### src/rtl/fg_fetch_if.sv
// fg_fetch_if: bundles the foreground request/response, SRAM and writer
// buses of fg_fetch.
//   slave  : fetch-stage view (takes requests, drives responses and SRAM)
//   master : environment view (pipeline, SRAM model, writer)
interface fg_fetch_if #(
  parameter int unsigned ADDR_WIDTH = 22
);
  // pipeline request / response
  logic signed [12:0]       req_x;
  logic signed [12:0]       req_y;
  logic                     req_active;
  logic [15:0]              fg_pixel_in;
  logic                     fg_pixel_skip;
  logic                     fg_pixel_ready;
  // SRAM port
  logic [ADDR_WIDTH-1:0]    sram_addr;
  logic                     sram_re;
  logic                     sram_we;
  logic [15:0]              sram_wdata;
  logic [15:0]              sram_rdata;
  // foreground writer
  logic                     wr_valid;
  logic [ADDR_WIDTH-2:0]    wr_addr;
  logic [15:0]              wr_data;
  logic                     wr_ready;

  modport slave (
    input  req_x, req_y, req_active, sram_rdata, wr_valid, wr_addr, wr_data,
    output fg_pixel_in, fg_pixel_skip, fg_pixel_ready,
           sram_addr, sram_re, sram_we, sram_wdata, wr_ready
  );

  modport master (
    output req_x, req_y, req_active, sram_rdata, wr_valid, wr_addr, wr_data,
    input  fg_pixel_in, fg_pixel_skip, fg_pixel_ready,
           sram_addr, sram_re, sram_we, sram_wdata, wr_ready
  );
endinterface

### src/rtl/fg_fetch.sv
// fg_fetch: foreground fetch stage. Range-checks signed coordinate requests,
// reads in-range pixels from SRAM, and answers every active request exactly
// FETCH_DELAY cycles later with a pixel or a skip. Writer pixels fill SRAM
// slots not used by reads, always into the page not being displayed.
// Ports:
//   clk, rst      pixel clock, asynchronous active-high reset
//   bus           fg_fetch_if.slave (request, response, SRAM, writer)
//   swap_req      pulse: request a page swap at the next frame start
//   frame_start   pulse: start of output frame
//   read_page     page currently displayed
module fg_fetch #(
  parameter int unsigned RESOLUTION_X = 1920,
  parameter int unsigned RESOLUTION_Y = 1080,
  parameter int unsigned SRAM_LATENCY = 2,
  parameter int unsigned FETCH_DELAY  = 4,
  parameter int unsigned ADDR_WIDTH   = 22
) (
  input  logic       clk,
  input  logic       rst,
  fg_fetch_if.slave  bus,
  input  logic       swap_req,
  input  logic       frame_start,
  output logic       read_page
);
  localparam int unsigned IDX_W    = ADDR_WIDTH - 1;
  localparam int unsigned STG      = FETCH_DELAY - 1;
  localparam int unsigned DATA_DLY = FETCH_DELAY - SRAM_LATENCY - 2;
  localparam logic signed [12:0] RES_X_S = 13'(RESOLUTION_X);
  localparam logic signed [12:0] RES_Y_S = 13'(RESOLUTION_Y);

  // ---------------- request decode ----------------
  logic             in_range_c;
  logic             rd_hit_c;
  logic             wr_acc_c;
  logic [IDX_W-1:0] idx_c;

  assign in_range_c = (bus.req_x >= 13'sd0) && (bus.req_x < RES_X_S) &&
                      (bus.req_y >= 13'sd0) && (bus.req_y < RES_Y_S);
  assign rd_hit_c   = bus.req_active && in_range_c;
  // Writer only gets the SRAM when no read is issued; held off during reset.
  assign bus.wr_ready = !rst && !rd_hit_c;
  assign wr_acc_c     = bus.wr_valid && bus.wr_ready;

  // In range both coordinates fit in 12 unsigned bits; full-width product.
  assign idx_c = IDX_W'(bus.req_y[11:0]) * IDX_W'(RESOLUTION_X) +
                 IDX_W'(bus.req_x[11:0]);

  // ---------------- page state (double buffer) ----------------
  logic page_q, page_d;
  logic pend_q, pend_d;

  // state register
  always_ff @(posedge clk or posedge rst) begin
    if (rst) begin
      page_q <= 1'b0;
      pend_q <= 1'b0;
    end else begin
      page_q <= page_d;
      pend_q <= pend_d;
    end
  end

  // next state: a swap_req in the frame_start cycle swaps immediately
  always_comb begin
    page_d = page_q;
    pend_d = pend_q;
    if (frame_start && (pend_q || swap_req)) begin
      page_d = ~page_q;
      pend_d = 1'b0;
    end else if (swap_req) begin
      pend_d = 1'b1;
    end
  end

  // outputs
  always_comb begin
    read_page = page_q;
  end

  // ---------------- SRAM port ----------------
  logic                  sram_re_q;
  logic                  sram_we_q;
  logic [ADDR_WIDTH-1:0] sram_addr_q;
  logic [15:0]           sram_wdata_q;

  // Both read and write use the page value before any toggle this cycle.
  always_ff @(posedge clk or posedge rst) begin
    if (rst) begin
      sram_re_q    <= 1'b0;
      sram_we_q    <= 1'b0;
      sram_addr_q  <= '0;
      sram_wdata_q <= '0;
    end else begin
      sram_re_q    <= rd_hit_c;
      sram_we_q    <= wr_acc_c;
      sram_wdata_q <= wr_acc_c ? bus.wr_data : 16'h0000;
      if (rd_hit_c)
        sram_addr_q <= {page_q, idx_c};
      else if (wr_acc_c)
        sram_addr_q <= {~page_q, bus.wr_addr};
      else
        sram_addr_q <= '0;
    end
  end

  assign bus.sram_re    = sram_re_q;
  assign bus.sram_we    = sram_we_q;
  assign bus.sram_addr  = sram_addr_q;
  assign bus.sram_wdata = sram_wdata_q;

  // ---------------- response delay line ----------------
  logic [STG-1:0] act_q;
  logic [STG-1:0] skp_q;

  always_ff @(posedge clk or posedge rst) begin
    if (rst) begin
      act_q <= '0;
      skp_q <= '0;
    end else begin
      act_q[0] <= bus.req_active;
      skp_q[0] <= bus.req_active && !in_range_c;
      for (int i = 1; i < int'(STG); i++) begin
        act_q[i] <= act_q[i-1];
        skp_q[i] <= skp_q[i-1];
      end
    end
  end

  // Read data lands DATA_DLY cycles before the output register samples it.
  logic [15:0] rd_aligned_c;

  generate
    if (DATA_DLY == 0) begin : g_no_dly
      assign rd_aligned_c = bus.sram_rdata;
    end else begin : g_dly
      logic [15:0] dchain_q [DATA_DLY];
      always_ff @(posedge clk or posedge rst) begin
        if (rst) begin
          for (int i = 0; i < int'(DATA_DLY); i++) dchain_q[i] <= 16'h0000;
        end else begin
          dchain_q[0] <= bus.sram_rdata;
          for (int i = 1; i < int'(DATA_DLY); i++) dchain_q[i] <= dchain_q[i-1];
        end
      end
      assign rd_aligned_c = dchain_q[DATA_DLY-1];
    end
  endgenerate

  // ---------------- response registers ----------------
  logic        rdy_q;
  logic        skip_q;
  logic [15:0] pix_q;

  always_ff @(posedge clk or posedge rst) begin
    if (rst) begin
      rdy_q  <= 1'b0;
      skip_q <= 1'b0;
      pix_q  <= 16'h0000;
    end else begin
      rdy_q  <= act_q[STG-1];
      skip_q <= act_q[STG-1] && skp_q[STG-1];
      pix_q  <= (act_q[STG-1] && !skp_q[STG-1]) ? rd_aligned_c : 16'h0000;
    end
  end

  assign bus.fg_pixel_ready = rdy_q;
  assign bus.fg_pixel_skip  = skip_q;
  assign bus.fg_pixel_in    = pix_q;

endmodule

### src/flat_wrapper.sv
// flat-port wrapper written by rule: the top's interface ports become plain ports
module fg_fetch_flat 
#(
  parameter int unsigned RESOLUTION_X = 1920,
  parameter int unsigned RESOLUTION_Y = 1080,
  parameter int unsigned SRAM_LATENCY = 2,
  parameter int unsigned FETCH_DELAY  = 4,
  parameter int unsigned ADDR_WIDTH   = 22
)
  (clk, rst, swap_req, frame_start, read_page, bus_req_x, bus_req_y, bus_req_active, bus_sram_rdata, bus_wr_valid, bus_wr_addr, bus_wr_data, bus_fg_pixel_in, bus_fg_pixel_skip, bus_fg_pixel_ready, bus_sram_addr, bus_sram_re, bus_sram_we, bus_sram_wdata, bus_wr_ready);
  fg_fetch_if #(.ADDR_WIDTH(ADDR_WIDTH)) bus_i ();
  input  logic clk;
  input  logic rst;
  input  logic swap_req;
  input  logic frame_start;
  output logic read_page;
  input wire logic [$bits(bus_i.req_x)-1:0] bus_req_x;
  input wire logic [$bits(bus_i.req_y)-1:0] bus_req_y;
  input wire logic [$bits(bus_i.req_active)-1:0] bus_req_active;
  input wire logic [$bits(bus_i.sram_rdata)-1:0] bus_sram_rdata;
  input wire logic [$bits(bus_i.wr_valid)-1:0] bus_wr_valid;
  input wire logic [$bits(bus_i.wr_addr)-1:0] bus_wr_addr;
  input wire logic [$bits(bus_i.wr_data)-1:0] bus_wr_data;
  output wire logic [$bits(bus_i.fg_pixel_in)-1:0] bus_fg_pixel_in;
  output wire logic [$bits(bus_i.fg_pixel_skip)-1:0] bus_fg_pixel_skip;
  output wire logic [$bits(bus_i.fg_pixel_ready)-1:0] bus_fg_pixel_ready;
  output wire logic [$bits(bus_i.sram_addr)-1:0] bus_sram_addr;
  output wire logic [$bits(bus_i.sram_re)-1:0] bus_sram_re;
  output wire logic [$bits(bus_i.sram_we)-1:0] bus_sram_we;
  output wire logic [$bits(bus_i.sram_wdata)-1:0] bus_sram_wdata;
  output wire logic [$bits(bus_i.wr_ready)-1:0] bus_wr_ready;
  assign bus_i.req_x = bus_req_x;
  assign bus_i.req_y = bus_req_y;
  assign bus_i.req_active = bus_req_active;
  assign bus_i.sram_rdata = bus_sram_rdata;
  assign bus_i.wr_valid = bus_wr_valid;
  assign bus_i.wr_addr = bus_wr_addr;
  assign bus_i.wr_data = bus_wr_data;
  assign bus_fg_pixel_in = bus_i.fg_pixel_in;
  assign bus_fg_pixel_skip = bus_i.fg_pixel_skip;
  assign bus_fg_pixel_ready = bus_i.fg_pixel_ready;
  assign bus_sram_addr = bus_i.sram_addr;
  assign bus_sram_re = bus_i.sram_re;
  assign bus_sram_we = bus_i.sram_we;
  assign bus_sram_wdata = bus_i.sram_wdata;
  assign bus_wr_ready = bus_i.wr_ready;
  fg_fetch #(.RESOLUTION_X(RESOLUTION_X), .RESOLUTION_Y(RESOLUTION_Y), .SRAM_LATENCY(SRAM_LATENCY), .FETCH_DELAY(FETCH_DELAY), .ADDR_WIDTH(ADDR_WIDTH)) u_core (.clk(clk), .rst(rst), .bus(bus_i), .swap_req(swap_req), .frame_start(frame_start), .read_page(read_page));
endmodule
### config.mk
export PLATFORM = sky130hd
export DESIGN_NAME = fg_fetch_flat
export DESIGN_NICKNAME = d
export VERILOG_FILES = /design/src/rtl/fg_fetch_if.sv /design/src/rtl/fg_fetch.sv /design/src/flat_wrapper.sv
export SDC_FILE = /design/constraint.sdc
export NUM_CORES = 1
export LEC_CHECK = 0
export ABC_AREA = 0
export BUFFER_PORTS_ARGS = -buffer_cell sky130_fd_sc_hd__buf_4
export CAP_MARGIN = 5
export CORE_UTILIZATION = 50
export CTS_BUF_LIST = sky130_fd_sc_hd__clkbuf_16
export CTS_CLUSTER_SIZE = 25
export DETAILED_ROUTE_END_ITERATION = 12
export GPL_TIMING_DRIVEN = 0
export PLACE_DENSITY = 0.8
export RECOVER_POWER = 100
export REMOVE_ABC_BUFFERS = 1
export SYNTH_ARGS = -nofsm -noshare
export SYNTH_HDL_FRONTEND = slang
export SYNTH_SLANG_ARGS = --single-unit
export TNS_END_PERCENT = 10
### constraint.sdc
create_clock -name clk -period 2.33 [get_ports clk]
set_input_delay 0.233 -clock clk [delete_from_list [all_inputs] [get_ports clk]]
set_output_delay 0.233 -clock clk [all_outputs]
set_load 0.02 [all_outputs]
; ---- Yosys cells after proc, flatten, opt, wreduce, memory -nomap -nowiden
; Index checks and enable logic that the tools add are counted.
[word_totals]
ff_bits = 66
inputBits = 85
output_inout_bits = 60
[classes]
n_addsub = 1
n_mul = 1
n_lt_le_gt_ge = 4
n_mux = 6
n_bitwise = 1
reduce_logical = 16
[op_table]
columns = op, count
row1 = 2-to-1 mux 22 bit, 2
row2 = 2-to-1 mux 16 bit, 2
row3 = ">= comparator 13 x 1 -> 1 bit, second input constant", 2
row4 = "< comparator 13 x 12 -> 1 bit, second input constant", 2
row5 = adder 21 x 12 -> 21 bit, 1
row6 = "multiplier 12 x 4 -> 14 bit, second input constant", 1
row7 = logical AND 1 bit, 10
row8 = zero test 1 bit, 4
row9 = 2-to-1 mux 1 bit, 2
row10 = nonzero test 2 bit, 1
row11 = logical OR 1 bit, 1
row12 = inverter 1 bit, 1

; ---- Longest topological paths before layout
; Gate-level depths: netlist of run 1.
[logic_depth]
depth_word = 10
ltp_mapped = 13
depth_no_buf = 13

; ---- Worst setup path before layout of run 1
; No wires, ideal clock.
[synth_timing]
path_type = input to register
start = input bus_req_y[0]
end = register u_core.sram_addr_q[18], in the netlist u_core.bus.sram_addr[18]
setup_time_ns = 0.121
arrival_ns = 3.370
t_required_ns = 2.209
path_slack_ns = -1.161
stages = 13
n_path_buf = 0
cell_sequence = fa_1 -> inv_1 -> fa_1 -> fa_1 -> inv_1 -> ha_1 -> o21ai_1 -> o21bai_1 -> a21oi_1 -> nor4_1 -> and4_4 -> xnor2_1 -> a22o_1
[synth_between]
elab_chain_cells = 9
word_cells_on_any_way = 12
[synth_lines]
columns = item, line
row1 = "start, declared", flat_wrapper.sv:18  ; input wire logic [$bits(bus_i.req_y)-1:0] bus_req_y;
row2 = "parallel branches: the longest is 8 deep, another holds adder 21 x 12 -> 21 bit", --
row3 = 2-to-1 mux 22 bit (*), fg_fetch.sv:97  ; if (rd_hit_c)
row4 = "end signal, assigned", fg_fetch.sv:98  ; sram_addr_q <= {page_q, idx_c};
row5 = "end signal, assigned", fg_fetch.sv:100  ; sram_addr_q <= {~page_q, bus.wr_addr};
row6 = "end, declared", fg_fetch.sv:83  ; logic [ADDR_WIDTH-1:0] sram_addr_q;
; Every way passes the cells marked *.
; A chain may end at the register's enable or synchronous reset.

; ---- Worst setup path in the final report of run 1
[layout_timing]
start = input bus_req_y[0]
end = register u_core.sram_addr_q[20], in the netlist u_core.bus.sram_addr[20]
; The elaborated chain is that of the path after synthesis.

==> summary.txt, run 1 <==
Post-Synth Adder-Cell Area: 0.196
max-slew violations: 0
CTS tree: yes
DP Area: 5030 um2
max_slew headroom: 0.155
Layout Skew: 0.00384 ns
placed cell count: 568
Worst Setup End Kind: flop
DIE AREA: 8030 um2
Seq/Total Area, Yosys: 0.430
DRC viols: 0
Iter 0 DRT Violations: 111
Critical Path Source: bus_req_y[0]
Via density: 5.18
starting density of the core: 0.524
Die X: 89.6 um
Die Height: 89.6 um
most frequent CP cell: fa_1
Final min period: 3.27 ns
Final #Nets: 627
Arr. time, crit path: 3.47 ns
IO Count: 145
Max Root-Sink Buffers: 2
leading area contributor after synthesis: dfrtp_1
Sink Count: 66
Async S/R FF share, synth: 1.00
vias: 3,104
syn avg cell area: 11.5 um2
first-pass GRT wire length: 14,300 um
HP Class: input port to flop
Cells after Synth: 333
Post-Syn Area: 3840 um2
Peak VDD IR: 429 uV
port buffer count: 144
CTS Buf Count: 9
setup TNS: -11.70 ns
hold wc startpoint: frame_start
post-DP HPWL: 6960 um
Post-synth top cells: 66 x dfrtp_1, 41 x inv_1, 35 x and2_1
final WL: 9810 um
GPL Wtd Cong: 0.841
Final period util: 1.40
DR WL/cell: 16.4 um
Final Util: 0.736
initial antenna violation count: 0
largest family of logic cells by synthesized area: adder cells
WP data required: 2.53 ns
Yosys cell types: 57
worst path cell trace: buf_8 > fa_1 > inv_1 > fa_1 > fa_1 > inv_2 > ha_4 > o21ai_2 > o21bai_2 > a21oi_2 > nor4_2 > and4_4 > a31oi_1 > nand3b_1
Clock Root Buffer: clkbuf_16
crit-path leading delay family: adder cells
WS Path Type: input port to flop
Worst Max-Slew Pin Slew: 1.27 ns
Max Cap Viol: 0
multiplexer share of the synthesized area: 0.00554
Synth Area in Simple Gates: 0.136
clk_lat worst skew: 0.32 ns
warnings from Yosys: 0
Leakage: 2.61 nW
synthesized flop and latch total: 66
vias in the first global route: 2,980
top cells by area, synth: dfrtp_1 43%, fa_1 11%, ha_1 8.1%
violated checks: setup timing
power per standard cell area: 863 nW/um2
total track usage: 0.244
pre-CTS WS: -1.59 ns
CP max-delay cell: fa_1
fin cells: 599
power after layout: 4.66 mW
FF-to-FF Start: u_core.act_q[2]$_DFF_PP0_
status: complete, but fails checks
CP max stage delay: 0.56 ns
Compound-Gate Fraction of Synth Area: 0.138
Post-synth EDFFs: 0
DRT Pass-1 Iters: 4
fraction of layout cells with a size suffix above 1: 0.310
final setup margin: -0.936 ns
Bufs and invs on worst path: 3
Hold Fails Final Rpt: 0
Antenna Cells: 0
Syn-to-layout area delta: 40.5%
Final setup viols: 36
htree depth: 3
grt total ovfl: 0
RSZ-0062 raised after global routing: true
most common cell in the netlist: dfrtp_1
Finished Cell Area: 5400 um2
crit-path max FO: 3
CP startpoint kind: input port
area share of the largest cell type after synthesis: 0.430
largest net degree at the start of global routing: 36
Synth Flop Type: dfrtp_1
Worst-path clk slew: 0.05 ns
Post-Synth XOR/XNOR Area: 0.0388
antenna viol nets, final: 0
Fmax: 0.306 GHz
Core Region: 7330 um2
# rows: 31
hold_ws: 0.0773 ns
==> report_power, final <==
part / switching, mW / total, mW / internal, mW / leakage (nW)
Clock: 0.451 / 1.37 / 0.923 / 0.154
Combinational: 1.09 / 2.05 / 0.960 / 1.59
Sequential: 0.0260 / 1.24 / 1.21 / 0.871
==> placed cells by master (no fill, tap or decap), types with 7 or more instances in the layout <==
cell type	synthesis	final
inv_1	41	37
buf_4	1	93
and2_1	35	22
xnor2_1	9	7
a21oi_1	11	7
clkbuf_16	0	9
ha_1	25	19
clkbuf_1	7	61
a22o_1	19	19
xor2_1	8	7
nor2_1	8	8
dfrtp_1	66	66
and2_0	0	13
nand2_1	8	7
fa_1	22	22
==> state kept, by name, summed over array words and instances, names as in the netlist <==
register,count
u_core.bus.sram_re,1
u_core.bus.sram_wdata,16
u_core.skp_q,3
u_core.pend_q,1
u_core.bus.fg_pixel_skip,1
u_core.bus.fg_pixel_ready,1
u_core.read_page,1
u_core.bus.fg_pixel_in,16
u_core.act_q,3
u_core.bus.sram_we,1
u_core.bus.sram_addr,22
==> logic make-up (layout without fill, tap and decap cells) <==
kind of cell	count (synthesis)	after routing
flops	66	66
fa+ha+maj	47	47
xor+xnor	17	17
buf+inv	52	219
mux	2	2
compound gates	64	64
simple gates	85	85
==> worst reg2reg max path, cell delays in order, from the launching register on <==
cell and delay [ns]:
dfrtp_1 0.35, nor2b_1 0.66, and2_0 0.26
==> layer usage <==
metal / GRT usage / part of all wire / vias to the layer above
met1: 0.247 / 0.36 / 1489
met5: 0 / 0 / -
li1: - / - / 1446
met4: 0.139 / 0.037 / 0
met2: 0.458 / 0.53 / 138
met3: 0.0567 / 0.072 / 31
==> timing repair <==
| item | in CTS | in global routing |
|---|---|---|
| hold buffers | 0 | 0 |
| setup buffers | 8 | 7 |
| pin swaps | 12 | 16 |
| endpoints found under the setup margin | 36 | 23 |
| resized for setup | 16 | 24 |
==> final timing paths <==
check | end | slack (ns) | cells after the start
setup / recovery | u_core.bus.sram_addr[20]$_DFF_PP0_ | -0.94 | 14
hold / removal | u_core.pend_q$_DFFE_PP0P_ | 0.08 | 2
setup reg to reg | u_core.bus.fg_pixel_in[6]$_DFF_PP0_ | 0.99 | 2
hold reg to reg | u_core.skp_q[2]$_DFF_PP0_ | 0.35 | 0
max in group asynchronous | u_core.skp_q[2]$_DFF_PP0_ | 0.62 | 3
min in group asynchronous | u_core.pend_q$_DFFE_PP0P_ | 0.32 | 2
==> final cells by class <==
class	count	area (um2)
clock inverters	7	85.1
well taps	99	124
fillers	553	1940
clock buffers	9	225
repair buffers	162	1020
inverters	41	169
flip-flops and latches	66	1650
multi-input cells	215	2120
Note: power is estimated with default switching activity, not from simulation.
==> run 2, diff against run 1 <==
--- a/config.mk
+++ b/config.mk
@@ -13,6 +13,7 @@
 export CTS_CLUSTER_SIZE = 25
 export DETAILED_ROUTE_END_ITERATION = 12
 export GPL_TIMING_DRIVEN = 0
+export MAX_ROUTING_LAYER = met4
 export PLACE_DENSITY = 0.8
 export RECOVER_POWER = 100
 export REMOVE_ABC_BUFFERS = 1
==> run 2 against run 1 <==
The run still ends with setup timing left. Fmax fell by 0.34%. Worst setup slack worse by 0.011 ns. Die area stayed put. Clock skew grew 0.00056 ns. Final cell count is the same. Worst hold slack got worse by 0.00082 ns. Global-route usage grew 0.73 points. Critical path depth is the same. Clock power barely moved. First-iteration DRC count down 0.90%. Non-clock buffer count stayed put. Total power grew 0.12%.
==> summary.txt, run 2 (synthesis results as in run 1) <==
largest net degree at the start of global routing: 36
worst path cell trace: buf_8 > fa_1 > inv_1 > fa_1 > fa_1 > inv_2 > ha_4 > o21ai_2 > o21bai_2 > a21oi_2 > nor4_2 > and4_4 > a31oi_1 > nand3b_1
Peak VDD IR: 428 uV
CP startpoint kind: input port
crit-path max FO: 3
WS Path Type: input port to flop
CP max stage delay: 0.56 ns
Fmax: 0.305 GHz
GPL Wtd Cong: 0.854
Antenna Cells: 0
Iter 0 DRT Violations: 110
Clock power frac: 0.295
DRC viols: 0
grt total ovfl: 0
Core Region: 7330 um2
final WL: 9820 um
CTS Buf Count: 9
Worst Max-Slew Pin Slew: 1.27 ns
Max Cap Viol: 0
Internal: 3.09 mW
max_slew headroom: 0.151
port buffer count: 144
crit-path leading delay family: adder cells
power per standard cell area: 864 nW/um2
Reg power frac: 0.265
Psw: 1.57 mW
post-DP HPWL: 6960 um
Max Root-Sink Buffers: 2
DR WL/cell: 16.4 um
clk_lat worst skew: 0.32 ns
Final period util: 1.41
Leakage: 2.61 nW
filler instances: 553
htree depth: 3
Die X: 89.6 um
total track usage: 0.251
Worst-path clk slew: 0.06 ns
Arr. time, crit path: 3.48 ns
HP Class: input port to flop
Die Height: 89.6 um
Sink Count: 66
hold_ws: 0.0765 ns
initial antenna violation count: 0
CTS tree: yes
Final min period: 3.28 ns
Final setup viols: 36
fraction of layout cells with a size suffix above 1: 0.310
Hold Fails Final Rpt: 0
Layout Skew: 0.00440 ns
Worst Setup End Kind: flop
# rows: 31
first-pass GRT wire length: 14,200 um
vias: 3,088
violated checks: setup timing
status: complete, but fails checks
vias in the first global route: 2,984
commonest non-fill, non-tap cell in the layout: buf_4
CP max-delay cell: fa_1
RSZ-0062 raised after global routing: true
Sw Ratio: 0.337
cts hold-fix bufs: 0
most frequent CP cell: fa_1
DIE AREA: 8030 um2
Via density: 5.16
Comb pwr share: 0.440
final setup margin: -0.947 ns
Bufs and invs on worst path: 3
Clock Root Buffer: clkbuf_16
max-slew violations: 0
setup TNS: -12.00 ns
max reg flops: 22
WP data required: 2.53 ns
antenna viol nets, final: 0
IO Count: 145
most frequent cells in the layout: 93 x buf_4, 66 x dfrtp_1, 61 x clkbuf_1
Final #Nets: 627
starting density of the core: 0.524
DRT Pass-1 Iters: 4
Syn-to-layout area delta: 40.5%
-- run 2: cell type report --
cell class                 instances  area, um2  area share
inverter                          41        169      0.0313
tap                               99        124      0.0230
multi-input combinational        215       2120       0.393
clock buffer                       9        225      0.0417
clock inverter                     7       85.1      0.0158
timing repair buffer             162       1020       0.189
sequential                        66       1650       0.306
-- run 2: per-layer routing --
metal  wire length, um  GRT usage  share of wire
met4               357      0.139          0.036
met5                 0          -              0
met2              5230      0.457           0.53
met3               704     0.0603          0.072
met1              3540      0.244           0.36
-- run 2: power by group through the flow --
stage	combinational (mW)	sequential [mW]	clock (mW)
3_3_place_gp	1.61	1.25	0
6_report	2.05	1.24	1.38
3_5_place_dp	1.67	1.26	0
4_1_cts	1.85	1.24	1.38
2_1_floorplan	1.16	1.33	0
5_1_grt	2.23	1.24	1.45
-- run 2: worst paths after layout --
path / end / start / slack, ns / cells past startpoint
worst max-delay path: u_core.bus.sram_addr[20]$_DFF_PP0_ / bus_req_y[0] / -0.95 / 14
worst min-delay path: u_core.pend_q$_DFFE_PP0P_ / frame_start / 0.08 / 2
worst max register to register: u_core.bus.fg_pixel_in[6]$_DFF_PP0_ / u_core.act_q[2]$_DFF_PP0_ / 1.00 / 2
worst min register to register: u_core.skp_q[2]$_DFF_PP0_ / u_core.skp_q[1]$_DFF_PP0_ / 0.35 / 0
max in group asynchronous: u_core.bus.fg_pixel_in[15]$_DFF_PP0_ / rst / 0.63 / 3
min in group asynchronous: u_core.bus.sram_addr[3]$_DFF_PP0_ / rst / 0.30 / 2
-- run 2: metrics by stage --
| stage | worst slack (ns) | instance area, um2 | total power, mW | util | std cells |
|---|---|---|---|---|---|
| 3_5_place_dp | -1.59 | 5030 | 2.92 | 0.686 | 568 |
| 2_1_floorplan | -1.22 | 3780 | 2.48 | - | 322 |
| 4_1_cts | -0.986 | 5480 | 4.47 | 0.747 | 592 |
| 5_1_grt | -1.07 | 5400 | 4.92 | 0.736 | 599 |
| 3_3_place_gp | -2.72 | 4980 | 2.87 | 0.680 | 565 |
| 6_report | -0.947 | 5400 | 4.66 | 0.736 | 599 |
-- run 2: what timing repair did --
item                                   CTS  global route
setup endpoints to repair               36            23
pin swaps                               12            16
setup buffers                            8             7
endpoints found under the hold margin    0             0
gates resized for setup                 16            24
